$ cat config.mk
export PLATFORM = sky130hd
export DESIGN_NAME = seg_scheduler_flat
export DESIGN_NICKNAME = d
export VERILOG_FILES = /design/src/rtl/seg_scheduler_if.sv /design/src/rtl/seg_scheduler.sv /design/src/flat_wrapper.sv
export SDC_FILE = /design/constraint.sdc
export NUM_CORES = 1
export LEC_CHECK = 0
export ABC_CLOCK_PERIOD_IN_PS = 3750
export BUFFER_PORTS_ARGS = -buffer_cell sky130_fd_sc_hd__clkbuf_2
export CAP_MARGIN = 10
export CORE_AREA = 2 2 133 167
export DETAILED_ROUTE_END_ITERATION = 6
export DIE_AREA = 0 0 135 169
export GPL_ROUTABILITY_DRIVEN = 0
export PLACE_DENSITY = 0.75
export SLEW_MARGIN = 15
export SYNTH_ARGS = -nofsm -noshare
export SYNTH_HDL_FRONTEND = slang
export SYNTH_SLANG_ARGS = --single-unit
$ cat constraint.sdc
create_clock -name pulse_clk -period 3.75 [get_ports pulse_clk]
set_input_delay 0 -clock pulse_clk [delete_from_list [all_inputs] [get_ports pulse_clk]]
set_output_delay 0 -clock pulse_clk [all_outputs]
set_load 0.05 [all_outputs]
$ cat src/rtl/seg_scheduler_if.sv
// -----------------------------------------------------------------------------
// seg_scheduler_if
// Bundles the two handshakes around the segment scheduler:
//   command side : seg_validH, seg_x, seg_y  -> seg_readyH
//   interpolator : Xe, Ye, change_readyH     -> X_acc/X_dec/Y_acc/Y_dec, draw_overH
// Modports:
//   slave  - the scheduler's view (accepts segments, drives the interpolator)
//   master - the environment's view (command source plus interpolator)
//
// Handshake semantics: a segment transfers on a rising clock edge where
// seg_validH and seg_readyH are both high; seg_x/seg_y are sampled on that
// edge. The interpolator side is not a valid/ready pair: change_readyH is a
// one-cycle start strobe with Xe/Ye stable from then until the next pop, and
// draw_overH is the interpolator's completion flag.
// -----------------------------------------------------------------------------
interface seg_scheduler_if;
  logic        seg_validH;
  logic [15:0] seg_x;
  logic [15:0] seg_y;
  logic        seg_readyH;
  logic [15:0] Xe;
  logic [15:0] Ye;
  logic        change_readyH;
  logic        X_acc;
  logic        X_dec;
  logic        Y_acc;
  logic        Y_dec;
  logic        draw_overH;

  modport slave (
    input  seg_validH, seg_x, seg_y,
    input  X_acc, X_dec, Y_acc, Y_dec, draw_overH,
    output seg_readyH, Xe, Ye, change_readyH
  );

  modport master (
    output seg_validH, seg_x, seg_y,
    output X_acc, X_dec, Y_acc, Y_dec, draw_overH,
    input  seg_readyH, Xe, Ye, change_readyH
  );
endinterface

$ cat src/rtl/seg_scheduler.sv
// -----------------------------------------------------------------------------
// seg_scheduler
// Buffers relative line segments in a circular FIFO, issues them one at a time
// to the line interpolator, enforces an idle gap after each segment, integrates
// the step pulses into an absolute position and watches every issued segment
// with a timeout.
//
// Ports:
//   pulse_clk      clock, rising edge
//   sys_rstH       synchronous active-high reset
//   bus            seg_scheduler_if.slave (segment input + interpolator drive)
//   abortH         flush the queue (a running segment still completes)
//   fault_clrH     leave FAULT back to IDLE
//   pos_ldH        load pos_x/pos_y from seg_x/seg_y (IDLE only)
//   pos_x, pos_y   signed absolute tool position
//   busyH          state not IDLE or queue not empty
//   doneH          one-cycle pulse when a segment retires
//   faultH         watchdog fault latched
//   q_count        queued segment count
//   seg_cnt        retired segment count (wraps)
//   state_o        current FSM state (debug)
// -----------------------------------------------------------------------------
module seg_scheduler #(
  parameter int DEPTH   = 4,
  parameter int GAP     = 2,
  parameter int TIMEOUT = 65535
) (
  input  logic                    pulse_clk,
  input  logic                    sys_rstH,
  seg_scheduler_if.slave          bus,
  input  logic                    abortH,
  input  logic                    fault_clrH,
  input  logic                    pos_ldH,
  output logic [15:0]             pos_x,
  output logic [15:0]             pos_y,
  output logic                    busyH,
  output logic                    doneH,
  output logic                    faultH,
  output logic [$clog2(DEPTH):0]  q_count,
  output logic [15:0]             seg_cnt,
  output logic [2:0]              state_o
);
  localparam int          AW        = $clog2(DEPTH);
  localparam logic [AW:0] DEPTH_C   = (AW+1)'(DEPTH);
  localparam logic [15:0] GAP_LAST  = 16'(GAP - 1);
  localparam logic [15:0] TIMEOUT_C = 16'(TIMEOUT);

  typedef enum logic [2:0] {
    S_IDLE  = 3'd0,
    S_ISSUE = 3'd1,
    S_RUN   = 3'd2,
    S_GAP   = 3'd3,
    S_FAULT = 3'd4
  } state_t;

  state_t        state_q, state_d;
  logic [31:0]   mem_q [DEPTH];
  logic [AW-1:0] wr_q, wr_d, rd_q, rd_d;
  logic [AW:0]   cnt_q, cnt_d;
  logic [15:0]   xe_q, xe_d, ye_q, ye_d;
  logic [15:0]   posx_q, posx_d, posy_q, posy_d;
  logic [15:0]   segcnt_q, segcnt_d;
  logic [15:0]   wd_q, wd_d, gap_q, gap_d;
  logic          chg_q, chg_d, done_q, done_d, fault_q, fault_d, busy_q, busy_d;

  logic [31:0]   head;
  logic          head_zero, ready, push, pop, retire;

  assign head      = mem_q[rd_q];
  assign head_zero = (head == 32'd0);
  // Ready looks only at registers plus abortH/pos_ldH, so it never depends on
  // seg_validH.
  assign ready     = (cnt_q < DEPTH_C) & ~fault_q & ~abortH & ~pos_ldH;
  assign push      = bus.seg_validH & ready;

  // State register
  always_ff @(posedge pulse_clk) begin
    if (sys_rstH) begin
      state_q  <= S_IDLE;
      wr_q     <= '0;
      rd_q     <= '0;
      cnt_q    <= '0;
      xe_q     <= '0;
      ye_q     <= '0;
      posx_q   <= '0;
      posy_q   <= '0;
      segcnt_q <= '0;
      wd_q     <= '0;
      gap_q    <= '0;
      chg_q    <= 1'b0;
      done_q   <= 1'b0;
      fault_q  <= 1'b0;
      busy_q   <= 1'b0;
    end else begin
      state_q  <= state_d;
      wr_q     <= wr_d;
      rd_q     <= rd_d;
      cnt_q    <= cnt_d;
      xe_q     <= xe_d;
      ye_q     <= ye_d;
      posx_q   <= posx_d;
      posy_q   <= posy_d;
      segcnt_q <= segcnt_d;
      wd_q     <= wd_d;
      gap_q    <= gap_d;
      chg_q    <= chg_d;
      done_q   <= done_d;
      fault_q  <= fault_d;
      busy_q   <= busy_d;
    end
  end

  // Queue storage: contents need no reset, the pointers define validity.
  always_ff @(posedge pulse_clk) begin
    if (push) mem_q[wr_q] <= {bus.seg_x, bus.seg_y};
  end

  // Next-state logic
  always_comb begin
    state_d = state_q;
    pop     = 1'b0;
    retire  = 1'b0;
    wd_d    = wd_q;
    gap_d   = gap_q;
    case (state_q)
      S_IDLE: begin
        if ((cnt_q != '0) && !abortH) begin
          pop = 1'b1;
          // A (0,0) segment has nothing to draw: retire it on the spot.
          if (head_zero) retire  = 1'b1;
          else           state_d = S_ISSUE;
        end
      end
      S_ISSUE: begin
        state_d = S_RUN;
        wd_d    = '0;
      end
      S_RUN: begin
        // draw_overH takes priority over a coincident timeout.
        if (bus.draw_overH) begin
          state_d = S_GAP;
          retire  = 1'b1;
          gap_d   = '0;
        end else begin
          wd_d = wd_q + 16'd1;
          if (wd_d == TIMEOUT_C) state_d = S_FAULT;
        end
      end
      S_GAP: begin
        if (gap_q == GAP_LAST) state_d = S_IDLE;
        else                   gap_d   = gap_q + 16'd1;
      end
      S_FAULT: begin
        if (fault_clrH) state_d = S_IDLE;
      end
      default: state_d = S_IDLE;
    endcase
  end

  // Queue pointers and occupancy; abort empties the queue and drops any push.
  always_comb begin
    wr_d  = wr_q;
    rd_d  = rd_q;
    cnt_d = cnt_q;
    if (abortH) begin
      rd_d  = wr_q;
      cnt_d = '0;
    end else begin
      if (push) wr_d = wr_q + 1'b1;
      if (pop)  rd_d = rd_q + 1'b1;
      case ({push, pop})
        2'b10:   cnt_d = cnt_q + 1'b1;
        2'b01:   cnt_d = cnt_q - 1'b1;
        default: cnt_d = cnt_q;
      endcase
    end
  end

  // Output logic: next values of the registered outputs.
  always_comb begin
    chg_d    = (state_d == S_ISSUE);
    fault_d  = (state_d == S_FAULT);
    busy_d   = (state_d != S_IDLE) | (cnt_d != '0);
    done_d   = retire;
    segcnt_d = segcnt_q + {15'd0, retire};
    xe_d     = xe_q;
    ye_d     = ye_q;
    if (pop && !head_zero) begin
      xe_d = head[31:16];
      ye_d = head[15:0];
    end
    // A load overrides any step pulses in the same cycle.
    if (pos_ldH && (state_q == S_IDLE)) begin
      posx_d = bus.seg_x;
      posy_d = bus.seg_y;
    end else begin
      posx_d = posx_q + {15'd0, bus.X_acc} - {15'd0, bus.X_dec};
      posy_d = posy_q + {15'd0, bus.Y_acc} - {15'd0, bus.Y_dec};
    end
  end

  assign bus.seg_readyH    = ready;
  assign bus.Xe            = xe_q;
  assign bus.Ye            = ye_q;
  assign bus.change_readyH = chg_q;
  assign pos_x             = posx_q;
  assign pos_y             = posy_q;
  assign busyH             = busy_q;
  assign doneH             = done_q;
  assign faultH            = fault_q;
  assign q_count           = cnt_q;
  assign seg_cnt           = segcnt_q;
  assign state_o           = state_q;
endmodule

$ cat src/flat_wrapper.sv
// flat-port wrapper written by rule: the top's interface ports become plain ports
module seg_scheduler_flat 
#(
  parameter int DEPTH   = 4,
  parameter int GAP     = 2,
  parameter int TIMEOUT = 65535
)
  (pulse_clk, sys_rstH, abortH, fault_clrH, pos_ldH, pos_x, pos_y, busyH, doneH, faultH, q_count, seg_cnt, state_o, bus_seg_validH, bus_seg_x, bus_seg_y, bus_X_acc, bus_X_dec, bus_Y_acc, bus_Y_dec, bus_draw_overH, bus_seg_readyH, bus_Xe, bus_Ye, bus_change_readyH);
  seg_scheduler_if bus_i ();
  input  logic pulse_clk;
  input  logic sys_rstH;
  input  logic abortH;
  input  logic fault_clrH;
  input  logic pos_ldH;
  output logic [15:0] pos_x;
  output logic [15:0] pos_y;
  output logic busyH;
  output logic doneH;
  output logic faultH;
  output logic [$clog2(DEPTH):0] q_count;
  output logic [15:0] seg_cnt;
  output logic [2:0] state_o;
  input wire logic [$bits(bus_i.seg_validH)-1:0] bus_seg_validH;
  input wire logic [$bits(bus_i.seg_x)-1:0] bus_seg_x;
  input wire logic [$bits(bus_i.seg_y)-1:0] bus_seg_y;
  input wire logic [$bits(bus_i.X_acc)-1:0] bus_X_acc;
  input wire logic [$bits(bus_i.X_dec)-1:0] bus_X_dec;
  input wire logic [$bits(bus_i.Y_acc)-1:0] bus_Y_acc;
  input wire logic [$bits(bus_i.Y_dec)-1:0] bus_Y_dec;
  input wire logic [$bits(bus_i.draw_overH)-1:0] bus_draw_overH;
  output wire logic [$bits(bus_i.seg_readyH)-1:0] bus_seg_readyH;
  output wire logic [$bits(bus_i.Xe)-1:0] bus_Xe;
  output wire logic [$bits(bus_i.Ye)-1:0] bus_Ye;
  output wire logic [$bits(bus_i.change_readyH)-1:0] bus_change_readyH;
  assign bus_i.seg_validH = bus_seg_validH;
  assign bus_i.seg_x = bus_seg_x;
  assign bus_i.seg_y = bus_seg_y;
  assign bus_i.X_acc = bus_X_acc;
  assign bus_i.X_dec = bus_X_dec;
  assign bus_i.Y_acc = bus_Y_acc;
  assign bus_i.Y_dec = bus_Y_dec;
  assign bus_i.draw_overH = bus_draw_overH;
  assign bus_seg_readyH = bus_i.seg_readyH;
  assign bus_Xe = bus_i.Xe;
  assign bus_Ye = bus_i.Ye;
  assign bus_change_readyH = bus_i.change_readyH;
  seg_scheduler #(.DEPTH(DEPTH), .GAP(GAP), .TIMEOUT(TIMEOUT)) u_core (.pulse_clk(pulse_clk), .sys_rstH(sys_rstH), .bus(bus_i), .abortH(abortH), .fault_clrH(fault_clrH), .pos_ldH(pos_ldH), .pos_x(pos_x), .pos_y(pos_y), .busyH(busyH), .doneH(doneH), .faultH(faultH), .q_count(q_count), .seg_cnt(seg_cnt), .state_o(state_o));
endmodule
==> results of run 1 <==
[layout by cell type, fill, tap and decap left out, drive strengths merged, types with 6 or more instances in the layout]
cell type	Yosys	routed
clkbuf	25	162
edfxtp	128	128
dfxtp	128	128
nor2	107	107
nand2	80	80
a21oi	58	58
inv	55	58
ha	43	43
nand3	39	39
dlygate4sd3	0	39
o21ai	38	38
mux2i	34	34
mux4	32	32
xnor2	32	32
nor3	31	31
or3	20	20
xor2	19	19
buf	11	19
nor4	17	17
a21o	15	15
nand4	11	11
and3	11	11
a211oi	11	11
clkinv	1	9
nor2b	7	7
nand3b	6	6
and2	6	6
[power groups by stage]
stage	Clock [uW]	Combinational (uW)	Sequential, uW
6_report	2700	2650	3220
5_1_grt	2860	2940	3240
4_1_cts	2740	2650	3220
3_5_place_dp	0	2590	3280
3_3_place_gp	0	2550	3280
2_1_floorplan	0	1660	3680
[cell type report]
cell class	instances	area, sq um
Clock buffer	30	687
Tap cell	279	349
Fill cell	1631	7490
Multi-Input combinational cell	667	4720
Inverter	56	210
Timing Repair Buffer	190	1230
Sequential cell	256	6410
Clock inverter	18	219
Antenna cell	1	2.50
[worst max-delay path, cell delays in order (launching register included)]
cell and delay [ns]:
dfxtp_2 0.45, buf_12 0.19, mux4_2 0.53, nor4_1 0.31
buf_4 0.17, nand4_1 0.24, nor2_1 0.17, nand2_1 0.09
nand2_1 0.11, ha_1 0.17, ha_1 0.16, and2_0 0.28
nand2_1 0.10, or3_1 0.31, a21oi_1 0.13
[cells by family (layout without fill, tap and decap cells)]
logic type / Yosys count / after routing / synth area share [%]
xor+xnor: 51 / 51 / 3.88
other cells: 0 / 1 / 0
buf+inv: 92 / 294 / 3.33
flops: 256 / 256 / 55.7
simple gates: 352 / 352 / 14.6
fa+ha+maj: 46 / 46 / 5.20
compound gates: 152 / 152 / 8.04
mux: 66 / 66 / 9.22
[routing by layer]
metal  up-vias  share of wire (%)  GRT usage (%)
met1      4046                 41           29.3
li1       4050                  -              -
met5         -                  0              0
met4         0                2.4           6.79
met3        44                5.5           3.26
met2       263                 51           41.7
[worst paths after layout]
check	start	endpoint	slack (ns)	cells after the start
setup / recovery	flip-flop	u_core.seg_cnt[14]$_SDFF_PP0_	0.24	14
setup reg to reg	flip-flop	u_core.seg_cnt[14]$_SDFF_PP0_	0.24	14
hold / removal	bus_Y_dec	u_core.pos_y[1]$_SDFF_PP0_	0.02	4
hold reg to reg	u_core.wd_q[14]$_SDFFE_PP0P_	u_core.wd_q[14]$_SDFFE_PP0P_	0.50	2
[per-stage QoR]
| step | utilization (%) | hold WS [ns] |
|---|---|---|
| after detailed placement | 58.8 | 0.246 |
| after global placement | 58.8 | 0.240 |
| final | 64.8 | 0.0163 |
| after global routing | 64.8 | 0.0369 |
| after CTS | 64.8 | 0.0147 |
| after floorplan | - | 0.0989 |
[repair_timing]
| item | 4_1_cts | 5_1_grt |
|---|---|---|
| buffers inserted | 0 | 0 |
| hold endpoints to repair | 176 | 0 |
| endpoints found under the setup margin | 0 | 1 |
| hold buffers | 39 | 0 |
[state kept, by name (all words and copies together), names as in the netlist, named ones only]
signal / count
u_core.mem_q: 128
u_core.wd_q: 16
u_core.seg_cnt: 16
u_core.bus.change_readyH: 1
u_core.bus.Ye: 16
u_core.doneH: 1
u_core.state_o: 3
u_core.pos_x: 16
u_core.bus.Xe: 16
u_core.gap_q: 16
u_core.pos_y: 16
u_core.q_count: 3
u_core.busyH: 1
u_core.wr_q: 2
u_core.rd_q: 2
u_core.faultH: 1
==> reports/qor.yml, run 1 <==
clock_network:
  tritoncts: "yes"
  clk_pin_slew_ns: 0.06
  clock_path_buffers: 3
  cts-root-buf: "clkbuf_16"
  cts_resized: 0
  worstSkewPairLatency_ns: 0.53
  cts_buffers: 26
  htreeDepth: 1
  clock_sinks: 256
power:
  p_clk_share_pct: 31.5
  p_comb_share_pct: 30.9
  swShare_pct: 33.5
  p_leak_uw: 0.00550
  power.total_uw: 8580
  seqPwrFrac_pct: 37.6
  intPower_uw: 5710
  p_switching_uw: 2870
  p_per_area_mw_per_mm2: 621
  vdd_drop_max_mv: 0.613
routing:
  drc: 0
  routed_via_density: 5.61
  routedWlPerCell_um: 17.8
  first_iter_violations: 576
  wl_mm: 26.7
  ant_nets: 0
  drt_pass1_iterations: 4
  vias: 8403
hold_path:
  hold_path_class: "input port to flip-flop"
synth:
  synth_area_leaders: "edfxtp_1, dfxtp_1, mux4_2"
  ys_ff_latch: 256
  syn_area_per_cell_sq_um: 11.3
  synth_top_area_share_pct: 33.4
  syn_area_sq_mm: 0.0115
  synthArstFlopShare_pct: 0
  synth_cell_type_count: 54
  synth-edff-count: 128
  synth_seq_area_share_pct: 55.7
  synth_nets: 1104
  synthCells: 1015
  synth_common_cells: "dfxtp_1, edfxtp_1, nor2_1"
  yosysWarnings: 0
  synth_largest_area_cell: "edfxtp_1"
  ys.flop_type: "edfxtp_1"
sta:
  fin_ws_ns: 0.239
  maxSlewViolCount: 0
  fin_crit_ns: 3.51
  worst_pin_slew_ns: 0.809
  relSlewSlack_pct: 45.8
  rsz0062_at_grt: "false"
  final_hold_viol_count: 0
  min_period_over_period_pct: 93.6
  fmax_ghz: 0.285
  skew_ns: 0.00897
  setup_violations: 0
  fin_setup_tns_ns: 0
layout:
  finalNonFillerCells: 1497
  fin_nets: 1286
  area_delta_synth_final_pct: 20.2
  final_cell_area_sq_mm: 0.0138
  drive_gt1_share_pct: 19.2
outcome:
  status: "completed"
die:
  die_area_sq_mm: 0.0228
  fp-row-count: 60
  fp.coreArea_sq_mm: 0.0213
  fp.dieH_um: 169
  die_w_um: 135
  io_pins: 134
  start_util_pct: 53.9
placement:
  pre_cts_slack_ns: 0.235
  placed_area_sq_mm: 0.0125
  dp_hpwl_mm: 17.9
  port_buffers: 133
  placed_cells: 1409
setup_path:
  critPathLaunchType: "flip-flop"
  cp_max_fo: 11
  required_ns: 4.20
  cp-end-kind: "flip-flop"
  crit_arrival_ns: 3.96
  path_class: "flip-flop to flip-flop"
run:
  timing.max_cap.violations: 0
global_route:
  grt_max_degree: 69
  grt_pass1_vias: 8127
  antenna_found_initial: 1
  grt_pass1_wl_mm: 42.1
  grtUsageTotal_pct: 23.3
  grt_overflow: 0
(Power assumes the default switching activity.)
==> inputs of run 2 (changes only) <==
==> constraint.sdc (replaced) <==
create_clock -name pulse_clk -period 3.75 [get_ports pulse_clk]
set_input_delay 0 -clock pulse_clk [delete_from_list [all_inputs] [get_ports pulse_clk]]
set_output_delay 0 -clock pulse_clk [all_outputs]
set_load 0.02 [all_outputs]
==> run 2 against run 1 <==
  * Register-to-register slack better by 0.04 ns
  * Sequential power hardly changed
  * Clock-buffer cell count is 2 lower
  * Clock power is 8.5% lower
  * Total power is 6.2% lower
  * Sequential cell count stayed put
  * Worst hold slack worse by 0.0046 ns
==> reports/qor.yml, run 2 (synthesis results as in run 1) <==
die:
  fp.coreArea_sq_mm: 0.0213  # unchanged
  start_util_pct: 53.9  # unchanged
  fp-row-count: 60  # unchanged
  die_area_sq_mm: 0.0228  # unchanged
  die_w_um: 135  # unchanged
  fp.dieH_um: 169  # unchanged
  io_pins: 134  # unchanged
clock_network:
  clock_sinks: 256  # unchanged
  worstSkewPairLatency_ns: 0.52  # about the same
  htreeDepth: 1  # unchanged
  cts-root-buf: "clkbuf_16"
  cts_buffers: 25  # -3.8%
  clk_pin_slew_ns: 0.07  # about the same
  clock_path_buffers: 3  # unchanged
  tritoncts: "yes"
layout:
  largest_reg_flops: 128  # unchanged
  regMostFlops: "u_core.mem_q"
  fin_nets: 1282  # -0.31%
  final_common_cell: "clkbuf_2"
  final_cell_mix: "clkbuf_2, edfxtp_1, dfxtp_1"
  final_cell_area_sq_mm: 0.0137  # -0.68%
  drive_gt1_share_pct: 19.0  # -0.24 points
  area_delta_synth_final_pct: 19.4
  diodes: 0  # -1
global_route:
  use_met2_pct: 41.6  # -0.11 points
  met3_usage_pct: 3.35  # +0.090 points
  grtUsageTotal_pct: 23.1  # -0.19 points
  grt_pass1_wl_mm: 41.6  # -1.2%
  busiest_layer: "met2"
  use_met1_pct: 28.7  # -0.61 points
  antenna_found_initial: 0  # -1
  grt_pass1_vias: 8147  # +0.25%
  grt_overflow: 0  # unchanged
  grt_max_degree: 56  # -19%
setup_path:
  path_class: "flip-flop to flip-flop"
  required_ns: 4.19  # about the same
  r2r_end: "u_core.seg_cnt[14]$_SDFF_PP0_"
  crit_path_end: "u_core.seg_cnt[14]$_SDFF_PP0_"
  reg2reg_depth: 13  # -1
  crit_arrival_ns: 3.92  # -0.04 ns
  reg2reg_setup_slack_ns: 0.28  # +0.04 ns
  cp_max_fo: 15  # +4
  cp-end-kind: "flip-flop"
  critPathLaunchType: "flip-flop"
routing:
  drc: 0  # unchanged
  ant_nets: 0  # unchanged
  wl_mm: 26.4  # -1.2%
  first_iter_violations: 448  # -22%
  routedWlPerCell_um: 17.7  # -0.69%
  drt_pass1_iterations: 5  # +1
  vias: 8338  # -0.77%
  routed_via_density: 5.60  # -0.31%
sta:
  fin_setup_tns_ns: 0  # unchanged
  final_hold_viol_count: 0  # unchanged
  rsz0062_at_grt: "false"
  relSlewSlack_pct: 50.3  # +4.5 points
  maxSlewViolCount: 0  # unchanged
  holdWs_ns: 0.0117  # -0.00462 ns
  fmax_ghz: 0.288  # +1.0%
  skew_ns: 0.0121  # +0.00317 ns
  min_period_over_period_pct: 92.7  # -0.97 points
  worst_pin_slew_ns: 0.742  # -0.0669 ns
  setup_violations: 0  # unchanged
  fin_crit_ns: 3.47  # -0.0365 ns
power:
  vdd_drop_max_mv: 0.410  # -33%
  p_per_area_mw_per_mm2: 586  # -5.6%
  p_comb_share_pct: 29.3  # -1.6 points
  p_clk_share_pct: 30.6  # -0.9 points
  power.total_uw: 8050  # -6.2%
  seqPwrFrac_pct: 40.0  # +2.4 points
  p_switching_uw: 2540  # -12%
  swShare_pct: 31.6  # -1.9 points
  p_leak_uw: 0.00545  # -0.95%
  intPower_uw: 5500  # -3.5%
placement:
  dp_hpwl_mm: 18.0  # +0.73%
  port_buffers: 133  # unchanged
  placed_area_sq_mm: 0.0125  # about the same
hold_path:
  hold_path_class: "input port to flip-flop"
run:
  timing.max_cap.violations: 0  # unchanged
outcome:
  status: "completed"
==> run 2: cell count changes in the layout (fill, tap and decap cells not counted), sizes merged <==
cell,previous run,this run
buf,19,16
bufinv,4,2
clkbuf,162,160
clkinv,9,11
clkinvlp,3,5
diode,1,0
inv,58,55
==> run 2: worst min-delay path by stage <==
stage	start	to	slack [ns]	cells after the start
6_report	bus_X_dec	u_core.pos_x[1]$_SDFF_PP0_	0.01	4
4_1_cts	bus_X_dec	u_core.pos_x[1]$_SDFF_PP0_	0.002	4
2_1_floorplan	bus_seg_y[0]	u_core.mem_q[0][0]$_DFFE_PP_	0.1	0
3_5_place_dp	bus_seg_y[11]	u_core.mem_q[0][11]$_DFFE_PP_	0.25	1
3_3_place_gp	bus_seg_y[11]	u_core.mem_q[0][11]$_DFFE_PP_	0.24	1
5_1_grt	bus_X_dec	u_core.pos_x[1]$_SDFF_PP0_	0.06	4
==> run 2: layer usage <==
metal  part of all wire, %  vias to the layer above  wire length (um)
met5                     0                        -                 0
met4                   2.3                        0               618
met3                   4.9                       41              1300
met2                    51                      232             13500
met1                    42                     4024             11000
li1                      -                     4041                 -
==> run 2: what timing repair did <==
| item | in CTS | in global routing |
|---|---|---|
| hold endpoints to repair | 198 | 0 |
| buffers inserted | 0 | 0 |
| setup endpoints to repair | 0 | 3 |
| hold buffers | 39 | 0 |
| resized for setup | 0 | 1 |
==> run 2: per-stage QoR <==
stage | setup slack, ns | utilization [%] | cells
finish | 0.276 | 64.4 | 1490
global route | 0.0373 | 64.4 | 1490
CTS | 0.178 | 64.4 | 1490
detailed placement | 0.302 | 58.7 | 1406
global placement | 0.353 | 58.7 | 1406
floorplan | 0.681 | - | 1015
==> run 2: critical path: stages, from the launching register on <==
cell and delay, ns:
dfxtp_2 0.37, buf_12 0.19, mux4_2 0.53, nor4_1 0.45
nand4_1 0.31, nor2_1 0.17, nand2_1 0.09, nand2_1 0.11
ha_1 0.17, ha_1 0.17, and2_0 0.28, nand2_1 0.10
or3_1 0.31, a21oi_1 0.14
==> run 2: layout make-up <==
type / instances / area (sq um)
clock buffer: 28 / 657
clock inverter: 17 / 155
tap: 279 / 349
inverter: 56 / 210
timing repair buffer: 187 / 1230
multi-input combinational: 667 / 4720
fill: 1681 / 7590
sequential: 256 / 6410
==> run 2: power groups by stage <==
stage / combinational [uW] / sequential, uW / clock (uW)
finish: 2360 / 3220 / 2470
global route: 2650 / 3230 / 2610
CTS: 2360 / 3220 / 2500
detailed placement: 2310 / 3280 / 0
global placement: 2270 / 3280 / 0
floorplan: 1660 / 3390 / 0
==> inputs of run 3 (changes only) <==
RECOVER_POWER = 25   (was unset)
==> run 3 against run 2 <==
  * First-iteration DRC count increased by 4.2%
  * Maximum frequency increased by 0.67%
  * Final cell count unchanged
  * Clock-buffer cell count unchanged
  * Global-route usage unchanged
  * Combinational power about the same
  * Sequential share of layout area increased by 0.13 points
  * Via count about the same
  * Sequential cell count unchanged
  * Setup slack improved by 0.023 ns
  * Routed wire length decreased by 0.15%
  * Largest cell class unchanged
  * Highest routed layer unchanged
==> reports/qor.yml, run 3 (synthesis results as in run 1) <==
outcome:
  status: "completed"
clock_network:
  cts_buffers: 25  # unchanged
  worstSkewPairLatency_ns: 0.52  # about the same
  clk_pin_slew_ns: 0.07  # about the same
  cts-root-buf: "clkbuf_16"
  clock_path_buffers: 3  # unchanged
  tritoncts: "yes"
  clock_sinks: 256  # unchanged
  htreeDepth: 1  # unchanged
sta:
  setup_violations: 0  # unchanged
  maxSlewViolCount: 0  # unchanged
  relSlewSlack_pct: 50.1  # -0.25 points
  worst_pin_slew_ns: 0.746  # +0.00379 ns
  fin_setup_tns_ns: 0  # unchanged
  skew_ns: 0.0117  # -0.000410 ns
  fin_ws_ns: 0.299  # +0.0232 ns
  min_period_over_period_pct: 92.0  # -0.62 points
  final_hold_viol_count: 0  # unchanged
  rsz0062_at_grt: "false"
  fmax_ghz: 0.290  # +0.67%
  fin_crit_ns: 3.45  # -0.0232 ns
setup_path:
  critPathLaunchType: "flip-flop"
  cp-end-kind: "flip-flop"
  path_class: "flip-flop to flip-flop"
  r2r_end: "u_core.seg_cnt[14]$_SDFF_PP0_"
  crit_path_end: "u_core.seg_cnt[14]$_SDFF_PP0_"
  cp_max_fo: 15  # unchanged
  crit_arrival_ns: 3.89  # -0.03 ns
  reg2reg_setup_slack_ns: 0.30  # +0.02 ns
  reg2reg_depth: 13  # unchanged
  required_ns: 4.19  # about the same
layout:
  largest_reg_flops: 128  # unchanged
  fin_nets: 1282  # unchanged
  final_common_cell: "edfxtp_1"
  area_delta_synth_final_pct: 19.1
  finalNonFillerCells: 1490  # unchanged
  regMostFlops: "u_core.mem_q"
  final_cell_mix: "edfxtp_1, dfxtp_1, nor2_1"
  utilization_pct: 64.2  # -0.18 points
  diodes: 0  # unchanged
  drive_gt1_share_pct: 16.5  # -2.5 points
global_route:
  grt_overflow: 0  # unchanged
  grt_pass1_wl_mm: 41.6  # unchanged
  antenna_found_initial: 0  # unchanged
  grt_pass1_vias: 8147  # unchanged
  grtUsageTotal_pct: 23.1  # unchanged
  grt_max_degree: 56  # unchanged
power:
  vdd_drop_max_mv: 0.409  # about the same
  p_leak_uw: 0.00536  # -1.6%
  p_per_area_mw_per_mm2: 587  # +0.13%
die:
  io_pins: 134  # unchanged
  die_area_sq_mm: 0.0228  # unchanged
  fp-row-count: 60  # unchanged
  start_util_pct: 53.9  # unchanged
  fp.dieH_um: 169  # unchanged
  die_w_um: 135  # unchanged
  fp.coreArea_sq_mm: 0.0213  # unchanged
routing:
  drc: 0  # unchanged
  wl_mm: 26.3  # -0.15%
  ant_nets: 0  # unchanged
  vias: 8331  # -0.084%
  first_iter_violations: 467  # +4.2%
  drt_pass1_iterations: 5  # unchanged
  routedWlPerCell_um: 17.7  # -0.15%
  routed_via_density: 5.59  # about the same
run:
  timing.max_cap.violations: 0  # unchanged
placement:
  placed_cells: 1406  # unchanged
  dp_hpwl_mm: 18.0  # unchanged
  port_buffers: 133  # unchanged
  pre_cts_slack_ns: 0.302  # unchanged
hold_path:
  hold_path_class: "input port to flip-flop"
[run 3: cell counts in the layout (fill, tap and decap cells not counted)]
Identical to the previous run, type by type.
[run 3: area by class of cell]
class,instances,area (sq um)
clock inverter,17,155
inverter,56,210
timing repair buffer,187,1200
sequential,256,6410
clock buffer,28,657
fill,1700,7630
multi-input combinational,667,4720
tap,279,349
[run 3: metrics by stage]
stage | instance area, sq um | hold WS (ns) | total power (uW)
final | 13700 | 0.0118 | 8040
after global routing | 13700 | 0.0616 | 8490
after CTS | 13700 | 0.00236 | 8080
after detailed placement | 12500 | 0.250 | 5580
after global placement | 12500 | 0.241 | 5540
after floorplan | 11500 | 0.0989 | 5060
[run 3: worst min-delay path by stage]
stage | from | endpoint | slack [ns] | depth (start not counted)
global placement | bus_seg_y[11] | u_core.mem_q[0][11]$_DFFE_PP_ | 0.24 | 1
floorplan | bus_seg_y[0] | u_core.mem_q[0][0]$_DFFE_PP_ | 0.1 | 0
finish | bus_X_dec | u_core.pos_x[1]$_SDFF_PP0_ | 0.01 | 4
detailed placement | bus_seg_y[11] | u_core.mem_q[0][11]$_DFFE_PP_ | 0.25 | 1
CTS | bus_X_dec | u_core.pos_x[1]$_SDFF_PP0_ | 0.002 | 4
global route | bus_X_dec | u_core.pos_x[1]$_SDFF_PP0_ | 0.06 | 4
[run 3: report_power, final]
part	total [uW]	switching [uW]	internal [uW]
sequential	3220	137	3080
combinational	2350	1340	1010
clock	2460	1060	1410
[run 3: layer usage]
metal | track usage [%] | wire length (um) | share of wire, %
met4 | 6.97 | 603 | 2.3
met3 | 3.35 | 1360 | 5.2
met5 | 0 | 0 | 0
met2 | 41.6 | 13500 | 51
met1 | 28.7 | 10900 | 41
[run 3: timing repair]
action                                  CTS  global route
gates resized for setup                   0             1
buffers inserted                          0             0
endpoints found under the hold margin   198             0
hold buffers                             39             0
endpoints found under the setup margin    0             3
[run 3: critical path, stage by stage (launching register included)]
cell,delay (ns)
dfxtp_2,0.37
buf_12,0.19
mux4_2,0.53
nor4_1,0.44
nand4_1,0.30
nor2_1,0.17
nand2_1,0.09
nand2_1,0.11
ha_1,0.17
ha_1,0.17
and2_0,0.28
nand2_1,0.10
or3_1,0.31
a21oi_1,0.14
